`src/rtl/spi_flash_resp.sv`:
```
// spi_flash_resp: SPI-flash target model (mode 0) that serves READ (0x03) and
// JEDEC-ID (0x9F). The SPI pins are oversampled in the clk_i domain. Read data
// comes from a byte-wide memory port through a one-byte prefetch buffer.
module spi_flash_resp #(
  parameter int          MEM_AW      = 12,
  parameter logic [23:0] JEDEC_ID    = 24'hEF4016,
  parameter int          SYNC_STAGES = 2
) (
  input  logic              clk_i,
  input  logic              rst_i,
  input  logic              spi_clk_i,
  input  logic              spi_cs_i,
  input  logic              spi_mosi_i,
  output logic              spi_miso_o,
  output logic              spi_miso_oe_o,
  output logic              mem_req_o,
  output logic [MEM_AW-1:0] mem_addr_o,
  input  logic [7:0]        mem_rdata_i,
  input  logic              mem_ack_i,
  output logic              busy_o,
  output logic              cmd_err_o,
  output logic              underrun_o
);

  // The receive shifter only keeps the bits that are ever used: the command
  // byte, or the low MEM_AW address bits. Upper address bits fall off the end.
  localparam int RXW = (MEM_AW > 8) ? MEM_AW - 1 : 7;
  localparam logic [MEM_AW-1:0] ADDR_ONE = 1;

  typedef enum logic [2:0] {IDLE, CMD, ADDR, DATA, IGNORE} state_t;
  state_t state, state_nx;

  logic [SYNC_STAGES-1:0] sck_sync, cs_sync, mosi_sync;
  logic                   sck_q;
  logic                   sck_s, cs_s, mosi_s, sck_rise, sck_fall;

  logic [4:0]        bit_cnt;
  logic [RXW-1:0]    rx_sr;
  logic [RXW:0]      rx_full;
  logic [7:0]        tx_sr, id_byte;
  logic [1:0]        id_idx;
  logic              src_mem;
  logic              cmd_done, addr_done, cs_exit, byte_load, load_mem, cmd_ok;

  logic              mem_active, buf_valid, discard;
  logic [7:0]        buf_q;
  logic [MEM_AW-1:0] cons_addr;

  // Pin synchronizers. CS resets high so that leaving reset never looks like a select.
  always_ff @(posedge clk_i or posedge rst_i) begin
    if (rst_i) begin
      sck_sync  <= '0;
      cs_sync   <= '1;
      mosi_sync <= '0;
      sck_q     <= 1'b0;
    end else begin
      sck_sync  <= {sck_sync[SYNC_STAGES-2:0], spi_clk_i};
      cs_sync   <= {cs_sync[SYNC_STAGES-2:0], spi_cs_i};
      mosi_sync <= {mosi_sync[SYNC_STAGES-2:0], spi_mosi_i};
      sck_q     <= sck_s;
    end
  end

  assign sck_s    = sck_sync[SYNC_STAGES-1];
  assign cs_s     = cs_sync[SYNC_STAGES-1];
  assign mosi_s   = mosi_sync[SYNC_STAGES-1];
  assign sck_rise = ~cs_s &  sck_s & ~sck_q;
  assign sck_fall = ~cs_s & ~sck_s &  sck_q;

  assign rx_full   = {rx_sr, mosi_s};
  assign cmd_done  = (state == CMD)  && sck_rise && (bit_cnt == 5'd7);
  assign addr_done = (state == ADDR) && sck_rise && (bit_cnt == 5'd23);
  assign cs_exit   = cs_s && (state != IDLE);
  assign byte_load = (state == DATA) && sck_fall && (bit_cnt == 5'd0);
  assign load_mem  = byte_load && src_mem;
  assign cmd_ok    = (rx_full[7:0] == 8'h03) || (rx_full[7:0] == 8'h9F);

  // State register.
  always_ff @(posedge clk_i or posedge rst_i) begin
    if (rst_i) state <= IDLE;
    else       state <= state_nx;
  end

  // Next-state decode and state-derived outputs.
  always_comb begin
    state_nx      = state;
    spi_miso_oe_o = (state == DATA);
    busy_o        = (state != IDLE);
    if (cs_exit) begin
      state_nx = IDLE;
    end else begin
      case (state)
        IDLE:    if (!cs_s) state_nx = CMD;
        CMD:     if (cmd_done) begin
                   if (rx_full[7:0] == 8'h03)      state_nx = ADDR;
                   else if (rx_full[7:0] == 8'h9F) state_nx = DATA;
                   else                            state_nx = IGNORE;
                 end
        ADDR:    if (addr_done) state_nx = DATA;
        default: ;
      endcase
    end
  end

  // Bit counter and receive shifter. The counter restarts on every state
  // change and counts rises while receiving, falls (mod 8) while sending.
  always_ff @(posedge clk_i or posedge rst_i) begin
    if (rst_i) begin
      bit_cnt <= '0;
      rx_sr   <= '0;
    end else begin
      if (state_nx != state)
        bit_cnt <= '0;
      else if ((state == CMD || state == ADDR) && sck_rise)
        bit_cnt <= bit_cnt + 5'd1;
      else if (state == DATA && sck_fall)
        bit_cnt <= {2'b00, bit_cnt[2:0] + 3'd1};

      if (state == IDLE)
        rx_sr <= '0;
      else if ((state == CMD || state == ADDR) && sck_rise)
        rx_sr <= rx_full[RXW-1:0];
    end
  end

  // ID byte for the current position: three ID bytes MSB first, then zeros.
  always_comb begin
    id_byte = 8'h00;
    case (id_idx)
      2'd0:    id_byte = JEDEC_ID[23:16];
      2'd1:    id_byte = JEDEC_ID[15:8];
      2'd2:    id_byte = JEDEC_ID[7:0];
      default: id_byte = 8'h00;
    endcase
  end

  // Transmit shifter, data source select and the error/underrun pulses.
  always_ff @(posedge clk_i or posedge rst_i) begin
    if (rst_i) begin
      tx_sr      <= '0;
      id_idx     <= '0;
      src_mem    <= 1'b0;
      cmd_err_o  <= 1'b0;
      underrun_o <= 1'b0;
    end else begin
      cmd_err_o  <= cmd_done && !cmd_ok;
      underrun_o <= load_mem && !buf_valid;
      if (cmd_done)  src_mem <= 1'b0;
      if (addr_done) src_mem <= 1'b1;
      if (state == IDLE) begin
        tx_sr  <= '0;
        id_idx <= '0;
      end else if (byte_load) begin
        if (src_mem) begin
          tx_sr <= buf_valid ? buf_q : 8'hFF;
        end else begin
          tx_sr <= id_byte;
          if (id_idx != 2'd3) id_idx <= id_idx + 2'd1;
        end
      end else if (state == DATA && sck_fall) begin
        tx_sr <= {tx_sr[6:0], 1'b0};
      end
    end
  end

  assign spi_miso_o = spi_miso_oe_o & tx_sr[7];

  // Memory prefetch. cons_addr is the byte the next load hands out; a valid
  // buffer always holds that byte. A request whose byte has already gone out
  // (starved load or end of transfer) is finished but its data is dropped.
  always_ff @(posedge clk_i or posedge rst_i) begin
    if (rst_i) begin
      mem_req_o  <= 1'b0;
      mem_addr_o <= '0;
      mem_active <= 1'b0;
      buf_valid  <= 1'b0;
      buf_q      <= '0;
      discard    <= 1'b0;
      cons_addr  <= '0;
    end else begin
      if (addr_done) begin
        mem_active <= 1'b1;
        buf_valid  <= 1'b0;
        cons_addr  <= rx_full[MEM_AW-1:0];
        if (!mem_req_o) begin
          mem_req_o  <= 1'b1;
          mem_addr_o <= rx_full[MEM_AW-1:0];
        end
      end
      if (cs_exit) begin
        mem_active <= 1'b0;
        buf_valid  <= 1'b0;
      end
      if (load_mem) begin
        buf_valid <= 1'b0;
        cons_addr <= cons_addr + ADDR_ONE;
        if (!mem_req_o) begin
          mem_req_o  <= 1'b1;
          mem_addr_o <= cons_addr + ADDR_ONE;
        end else if (!mem_ack_i) begin
          discard <= 1'b1;
        end
      end
      if (mem_req_o) begin
        if (mem_ack_i) begin
          mem_req_o <= 1'b0;
          discard   <= 1'b0;
          if (!discard && mem_active && !load_mem && !cs_exit) begin
            buf_q     <= mem_rdata_i;
            buf_valid <= 1'b1;
          end
        end else if (cs_exit) begin
          discard <= 1'b1;
        end
      end else if (mem_active && !buf_valid && !load_mem && !addr_done && !cs_exit) begin
        mem_req_o  <= 1'b1;
        mem_addr_o <= cons_addr;
      end
    end
  end

endmodule

```
`config.mk`:
```
export PLATFORM = sky130hd
export DESIGN_NAME = spi_flash_resp
export DESIGN_NICKNAME = d
export VERILOG_FILES = /design/src/rtl/spi_flash_resp.sv
export SDC_FILE = /design/constraint.sdc
export NUM_CORES = 1
export LEC_CHECK = 0
export BUFFER_PORTS_ARGS = -buffer_cell sky130_fd_sc_hd__clkbuf_2
export CAP_MARGIN = 20
export CORE_UTILIZATION = 55
export DETAILED_ROUTE_END_ITERATION = 10
export MAX_ROUTING_LAYER = met4
export PLACE_DENSITY = 0.74
export SYNTH_ARGS = -nofsm -noshare
export SYNTH_HDL_FRONTEND = slang
export SYNTH_SLANG_ARGS = --single-unit
```
`constraint.sdc`:
```
create_clock -name clk_i -period 3.3 [get_ports clk_i]
set_clock_uncertainty 0.05 [all_clocks]
set_input_delay 0.825 -clock clk_i [delete_from_list [all_inputs] [get_ports clk_i]]
set_output_delay 0.825 -clock clk_i [all_outputs]
set_load 0.01 [all_outputs]
```
# Word-level counts from Yosys, hierarchy flattened
# Index checks and enable logic that the tools add are counted.
# classes
n_addsub,4
n_eq_ne,12
n_mux,51
bitwise_logic,8
n_reduce_logical,40
# op_table
cell,n
$mux 12,8
$mux 8,5
$pmux 8 s3,1
$mux 11,2
$mux 1,21
$logic_and 1x1->1,18
$mux 3,6
$mux 5,3
$add 12x1->12 const B,1
$reduce_bool 2->1,6
$pmux 3 s3,1
$reduce_bool 3->1,3
$eq 8x2->1 const B,1
$eq 8x8->1 const B,1
$mux 2,4
$eq 3x2->1 const B,2
$logic_not 1->1,6
$reduce_and 3->1,2
$add 5x1->5 const B,1
$and 1x1->1,5
$eq 5x3->1 const B,1
$eq 5x5->1 const B,1
$logic_not 5->1,1
$add 3x1->3 const B,1
11 further kinds,14
# word_totals
regBits,75
in_bits,14
out_inout_bits,18
wordCells,134

# Longest topological paths before layout
# Gate-level depths: netlist of run 1.
# depth
depth_word,12
ltp_mapped,9

# Worst setup path after synthesis of run 1
# No wires, ideal clock.
# synth_timing
kind,register to register
start,register bit_cnt[0]
end,register mem_addr_o[9]
setup_time_ns,0.065
arrival_time_ns,2.311
t_required_ns,3.185
slack_ns,0.874
path_stages_with_launch,10
period_less_slack_ns,2.426
cell_sequence,dfrtp_1 inv_1 ha_1 or4b_4 buf_6 or4_4 buf_6 and3b_1 nor3_2 o22a_1
# synth_via
elab_chain_len,9
# synth_lines
item,line,source
"start, declared",37,logic [4:0] bit_cnt;
"start signal, assigned",115,bit_cnt <= bit_cnt + 5'd1;
"start signal, assigned",117,"bit_cnt <= {2'b00, bit_cnt[2:0] + 3'd1};"
branches (longest 8 deep; another with $mux 12),-,
$mux 12 (*),204,if (mem_req_o) begin
"end signal, assigned",187,mem_addr_o <= rx_full[MEM_AW-1:0];
"end signal, assigned",199,mem_addr_o <= cons_addr + ADDR_ONE;
"end signal, assigned",217,mem_addr_o <= cons_addr;
"end, declared",17,"output logic [MEM_AW-1:0] mem_addr_o,"
# Every way passes the cells marked *.
# A chain may end at the register's enable or synchronous reset.

# Final worst setup path of run 1
# layout_timing
start,register bit_cnt[0]
end,register cons_addr[5]
# layout_via
elab_chain_len,4
# layout_lines
item,line,source
$logic_not 5->1,74,assign byte_load = (state == DATA) && sck_fall && (bit_cnt == 5'd0);
$logic_and 1x1->1,74,
$logic_and 1x1->1,75,assign load_mem = byte_load && src_mem;
$mux 12 or $reduce_bool 2->1 (tied branches),-,
"end signal, assigned",184,cons_addr <= rx_full[MEM_AW-1:0];
"end signal, assigned",196,cons_addr <= cons_addr + ADDR_ONE;
"end, declared",47,logic [MEM_AW-1:0] cons_addr;
# Several ways; a longest one is shown, not always the timed one.

==> results.cfg, run 1 <==
[status]
outcome = complete, no violations

[floorplan]
start_util = 0.5693
pin_count = 32
fp.dieArea_sq_um = 7332
dieHeight_um = 85.63
core_area_sq_um = 6756
row_count = 30
die_x_um = 85.63

[timing]
rsz0062_at_grt = false
hold_slack_ns = 0.3000
relSlewSlack = 0.4172
max_freq_ghz = 0.3561
period_needed_ns = 2.808
fin_ws_ns = 0.4919
period_share = 0.8509
hold_viol = 0
worst_pin_slew_ns = 0.8742
setup_viol_count_final = 0
drv_slew = 0
setup_tns_ns = 0

[cts]
holdBufCountCts = 0
cts.sink_count = 75
insertion_delay_ns = 0.35
cts_buffers = 9
cts_tree = yes
cts_resized = 0
cts_max_level = 3
clk_pin_slew_ns = 0.08
cts_setup_buffers = 0
clock_path_buffers = 2
root_buffer = clkbuf_8

[drt]
drc = 0
wl_per_cell_um = 16.72
antenna_left = 0
drt_iter0_markers = 240
wl_um = 8446
num_vias = 3044
first_pass_iters = 4
post_drt_via_cell_ratio = 6.028

[synthesis]
async_reset_ff_frac = 1.000
syn_area_sq_um = 3846
yosysWarnings = 0
synthFlopType = dfrtp_1
yosys-top-cells-area = dfrtp_1 (47%), mux2i_1 (6.2%), nor2_1 (5.3%)
synth_cell_types = 58
synth_top_cell_area_share = 0.4750
ys_ff_latch = 75
synth.net_count = 416
yosysTopAreaCell = dfrtp_1
synthCells = 394
syn_avg_cell_area_sq_um = 9.762
synth_edf_count = 0
synth_seq_area_share = 0.4886

[global_route]
grt_usage = 0.2586
grt_start_max_net_pins = 43
grt_pass1_vias = 2935
grt.overflow.total = 0
grt_pass1_wl_um = 14030
antenna_found_initial = 0

[worst_hold_path]
hold_depth = 0
hold_class = flip-flop to flip-flop

[critical_path]
worstPathArrival_ns = 3.00
crit_type = flip-flop to flip-flop
required_ns = 3.49
crit_path_start_kind = flip-flop
cp-end-kind = flip-flop
reg2reg_depth = 7
crit_fanout = 20

[power_and_ir_drop]
ir_drop_v = 0.0002750
p_leak_nw = 2.127
powerDensity_nw_per_um2 = 405.6

[layout]
mostFrequentLayoutCell = dfrtp_1
layout_common_cells = dfrtp_1 (73), nor2_1 (54), a21oi_1 (38), clkbuf_2 (31), nand2_1 (27)
fin_area_sq_um = 4289
drive_gt1_frac = 0.1882
nets = 442
diodes = 0
area_growth_pct = 11.52
fill_cells = 547
final_core_utilization = 0.6348

[placement]
pre_cts_ws_ns = 0.5330
place_area_sq_um = 4076
routabilityCongestion = 0.8093
dp_hpwl_um = 5847
io_buffer_count = 31

[flow_run]
cap_viol_max_count = 0
==> cell type report <==
type / count / area, sq um / share of cell area
multi-input combinational: 284 / 1828 / 0.4262
timing repair buffer: 39 / 227.7 / 0.05309
tap: 80 / 100.1 / 0.02334
clock buffer: 12 / 165.2 / 0.03851
sequential: 75 / 1879 / 0.4382
inverter: 11 / 41.29 / 0.009627
clock inverter: 4 / 47.55 / 0.01109
==> report_power, final <==
part           leakage [nW]  switching [mW]  internal [mW]
sequential             1.02         0.00669          0.925
clock                 0.108           0.336          0.409
combinational         0.997          0.0412         0.0212
==> state kept, by name (all words and copies together) (netlist names), 2 cells and up <==
register / cells
bit_cnt: 5
mosi_sync: 2
tx_sr: 8
id_idx: 2
state: 3
cons_addr: 12
mem_addr_o: 12
sck_sync: 2
buf_q: 8
cs_sync: 2
rx_sr: 11
==> through the flow <==
step / instances / power, mW
global route: 505 / 1.805
CTS: 505 / 1.760
detailed placement: 489 / 1.015
finish: 505 / 1.740
floorplan: 394 / 0.9895
global placement: 489 / 1.013
==> routing by layer <==
layer | wire length (um) | track usage | part of all wire
met3 | 314 | 0.05197 | 0.037
met2 | 4178 | 0.4138 | 0.49
met4 | 155 | 0.1106 | 0.018
met5 | 0 | - | 0
met1 | 3798 | 0.3210 | 0.45
==> final timing paths <==
check,slack (ns),endpoint,start
setup / recovery,0.49,cons_addr[5],bit_cnt[0]
hold / removal,0.30,mosi_sync[1],mosi_sync[0]
setup reg to reg,0.49,cons_addr[5],bit_cnt[0]
hold reg to reg,0.30,mosi_sync[1],mosi_sync[0]
max in group asynchronous,1.93,cs_sync[0],rst_i
min in group asynchronous,0.55,buf_q[7],rst_i
==> Yosys cell counts (3+ instances only) <==
cell,count
nor3_1,7
clkbuf_1,18
inv_1,10
xnor2_1,4
a311oi_1,3
a211oi_1,3
nor2_1,54
nand3_1,16
o22a_1,10
o21ai_0,14
nand2b_1,5
buf_2,4
a21oi_1,38
o22ai_1,3
mux2_2,10
nor4_1,4
ha_1,8
and3_1,4
dfrtp_1,73
nand2_1,27
mux2i_1,24
or4_1,5
nand4_1,3
==> logic make-up (layout without fill, tap and decap cells) <==
group           Yosys count  after routing  synth area share
simple gates            146            146            0.1919
compound gates           91             91            0.1509
flops                    75             75            0.4886
buf+inv                  35             66           0.03936
mux                      34             34           0.09174
fa+ha+maj                 8              8           0.02603
xor+xnor                  5              5           0.01139
==> critical path: stages (launching register included) <==
cell,delay (ns)
dfrtp_1,0.42
inv_1,0.07
ha_1,0.12
or4b_4,0.58
or4_1,0.77
nand2_2,0.30
a21oi_1,0.10
a311oi_1,0.28
Power figures use the tool's default switching activity.
==> run 2, diff against run 1 <==
--- a/config.mk
+++ b/config.mk
@@ -7,10 +7,10 @@
 export LEC_CHECK = 0
 export BUFFER_PORTS_ARGS = -buffer_cell sky130_fd_sc_hd__clkbuf_2
 export CAP_MARGIN = 20
-export CORE_UTILIZATION = 55
+export CORE_UTILIZATION = 60
 export DETAILED_ROUTE_END_ITERATION = 10
 export MAX_ROUTING_LAYER = met4
-export PLACE_DENSITY = 0.74
+export PLACE_DENSITY = 0.8
 export SYNTH_ARGS = -nofsm -noshare
 export SYNTH_HDL_FRONTEND = slang
 export SYNTH_SLANG_ARGS = --single-unit
==> results.cfg, run 2 (same netlist as run 1, synthesis figures left out) <==
[status]
outcome = complete, no violations

[drt]
drc = 0
post_drt_via_cell_ratio = 6.224
drt_iter0_markers = 228
num_vias = 3112
wl_per_cell_um = 16.68
antenna_left = 0
wl_um = 8341
first_pass_iters = 6

[power_and_ir_drop]
p_leak_nw = 2.116
powerDensity_nw_per_um2 = 401.5
p_clk_frac = 0.420
p_int_mw = 1.314
ir_drop_v = 0.0002640
p_comb_frac = 0.035
power_frac_seq = 0.545
switchingPower_uw = 396.4
p_sw_frac = 0.2317

[timing]
max_freq_ghz = 0.3420
hold_viol = 0
period_share = 0.8860
worst_pin_slew_ns = 1.027
relSlewSlack = 0.3097
period_needed_ns = 2.924
drv_slew = 0
setup_viol_count_final = 0
rsz0062_at_grt = false
setup_tns_ns = 0

[worst_hold_path]
hold_depth = 0
hold_class = flip-flop to flip-flop
hp-start = mosi_sync[0]
min_to = mosi_sync[1]

[global_route]
grt_pass1_wl_um = 13420
antenna_found_initial = 0
grt_start_max_net_pins = 76
grt_pass1_vias = 2832
grt_usage = 0.2799
grt.overflow.total = 0

[critical_path]
reg2reg_depth = 7
required_ns = 3.49
ff2ff_setup_slack_ns = 0.38
timing.rr.start = bit_cnt[0]
cp-end-kind = flip-flop
crit_fanout = 20
crit_type = flip-flop to flip-flop
timing.rr.end = cons_addr[6]
worstPathArrival_ns = 3.11
crit_path_start_kind = flip-flop

[layout]
area_growth_pct = 10.77
nets = 442
mostFrequentLayoutCell = dfrtp_1
reg_top3 = cons_addr x12, mem_addr_o x12, rx_sr x11
diodes = 0
drive_gt1_frac = 0.1882
layout_common_cells = dfrtp_1 (73), nor2_1 (54), a21oi_1 (38), clkbuf_2 (31), nand2_1 (27)
final_core_utilization = 0.7029
fill_cells = 465

[floorplan]
core_area_sq_um = 6061
pin_count = 32
dieHeight_um = 82.07
fp.dieArea_sq_um = 6735
start_util = 0.6346
row_count = 28
die_x_um = 82.07

[cts]
root_buffer = clkbuf_8
holdBufCountCts = 0
cts_buffers = 9
clk_pin_slew_ns = 0.08
cts_resized = 0
cts_max_level = 3
clock_path_buffers = 2
cts.sink_count = 75
cts_setup_buffers = 0
insertion_delay_ns = 0.35
cts_tree = yes

[placement]
io_buffer_count = 31
routabilityCongestion = 0.8781
dp_hpwl_um = 5504

[flow_run]
cap_viol_max_count = 0
## run 2: worst max-delay path: stages, from the launching register on
cell	delay, ns
dfrtp_1	0.42
inv_1	0.07
ha_1	0.13
or4b_4	0.59
or4_1	0.81
nand2_2	0.33
a21oi_1	0.11
a211oi_1	0.30
## run 2: worst max path at each step
stage,start,to
6_report,bit_cnt[0],cons_addr[6]
5_1_grt,bit_cnt[0],mem_addr_o[0]
4_1_cts,bit_cnt[0],cons_addr[6]
3_5_place_dp,bit_cnt[0],cons_addr[2]
3_3_place_gp,bit_cnt[0],cons_addr[6]
2_1_floorplan,rst_i,bit_cnt[0]
## run 2: metrics by stage
stage               setup WS, ns  cell area [sq um]  instances  hold WS, ns  power, mW
finish                    0.3763               4260        500       0.3029      1.711
global route              0.2707               4260        500       0.3125      1.782
CTS                       0.4492               4260        500       0.3062      1.727
detailed placement        0.4493               4058        484       0.2878      1.012
global placement          0.4974               4058        484       0.2845      1.010
floorplan                 0.5183               3846        394       0.2812     0.9895
## run 2: power by group through the flow
| stage | logic [mW] | clock network (mW) | registers (mW) |
|---|---|---|---|
| global placement | 0.0607 | 0 | 0.949 |
| global route | 0.0692 | 0.780 | 0.933 |
| finish | 0.0603 | 0.719 | 0.932 |
| CTS | 0.0622 | 0.734 | 0.932 |
| detailed placement | 0.0618 | 0 | 0.950 |
| floorplan | 0.0426 | 0 | 0.947 |
## run 2: cell type report
class,count,area (sq um),area share
inverter,11,41.29,0.009692
clock buffer,10,137.6,0.03231
tap,75,93.84,0.02203
timing repair buffer,39,215.2,0.05051
clock inverter,6,65.06,0.01527
sequential,75,1879,0.4411
multi-input combinational,284,1828,0.4291
## run 2: layer usage
layer / vias up / global-route usage / share of wire
li1: 1478 / - / -
met1: 1500 / 0.3470 / 0.43
met2: 119 / 0.4471 / 0.49
met3: 15 / 0.05444 / 0.056
met4: 0 / 0.1175 / 0.020
met5: - / - / 0
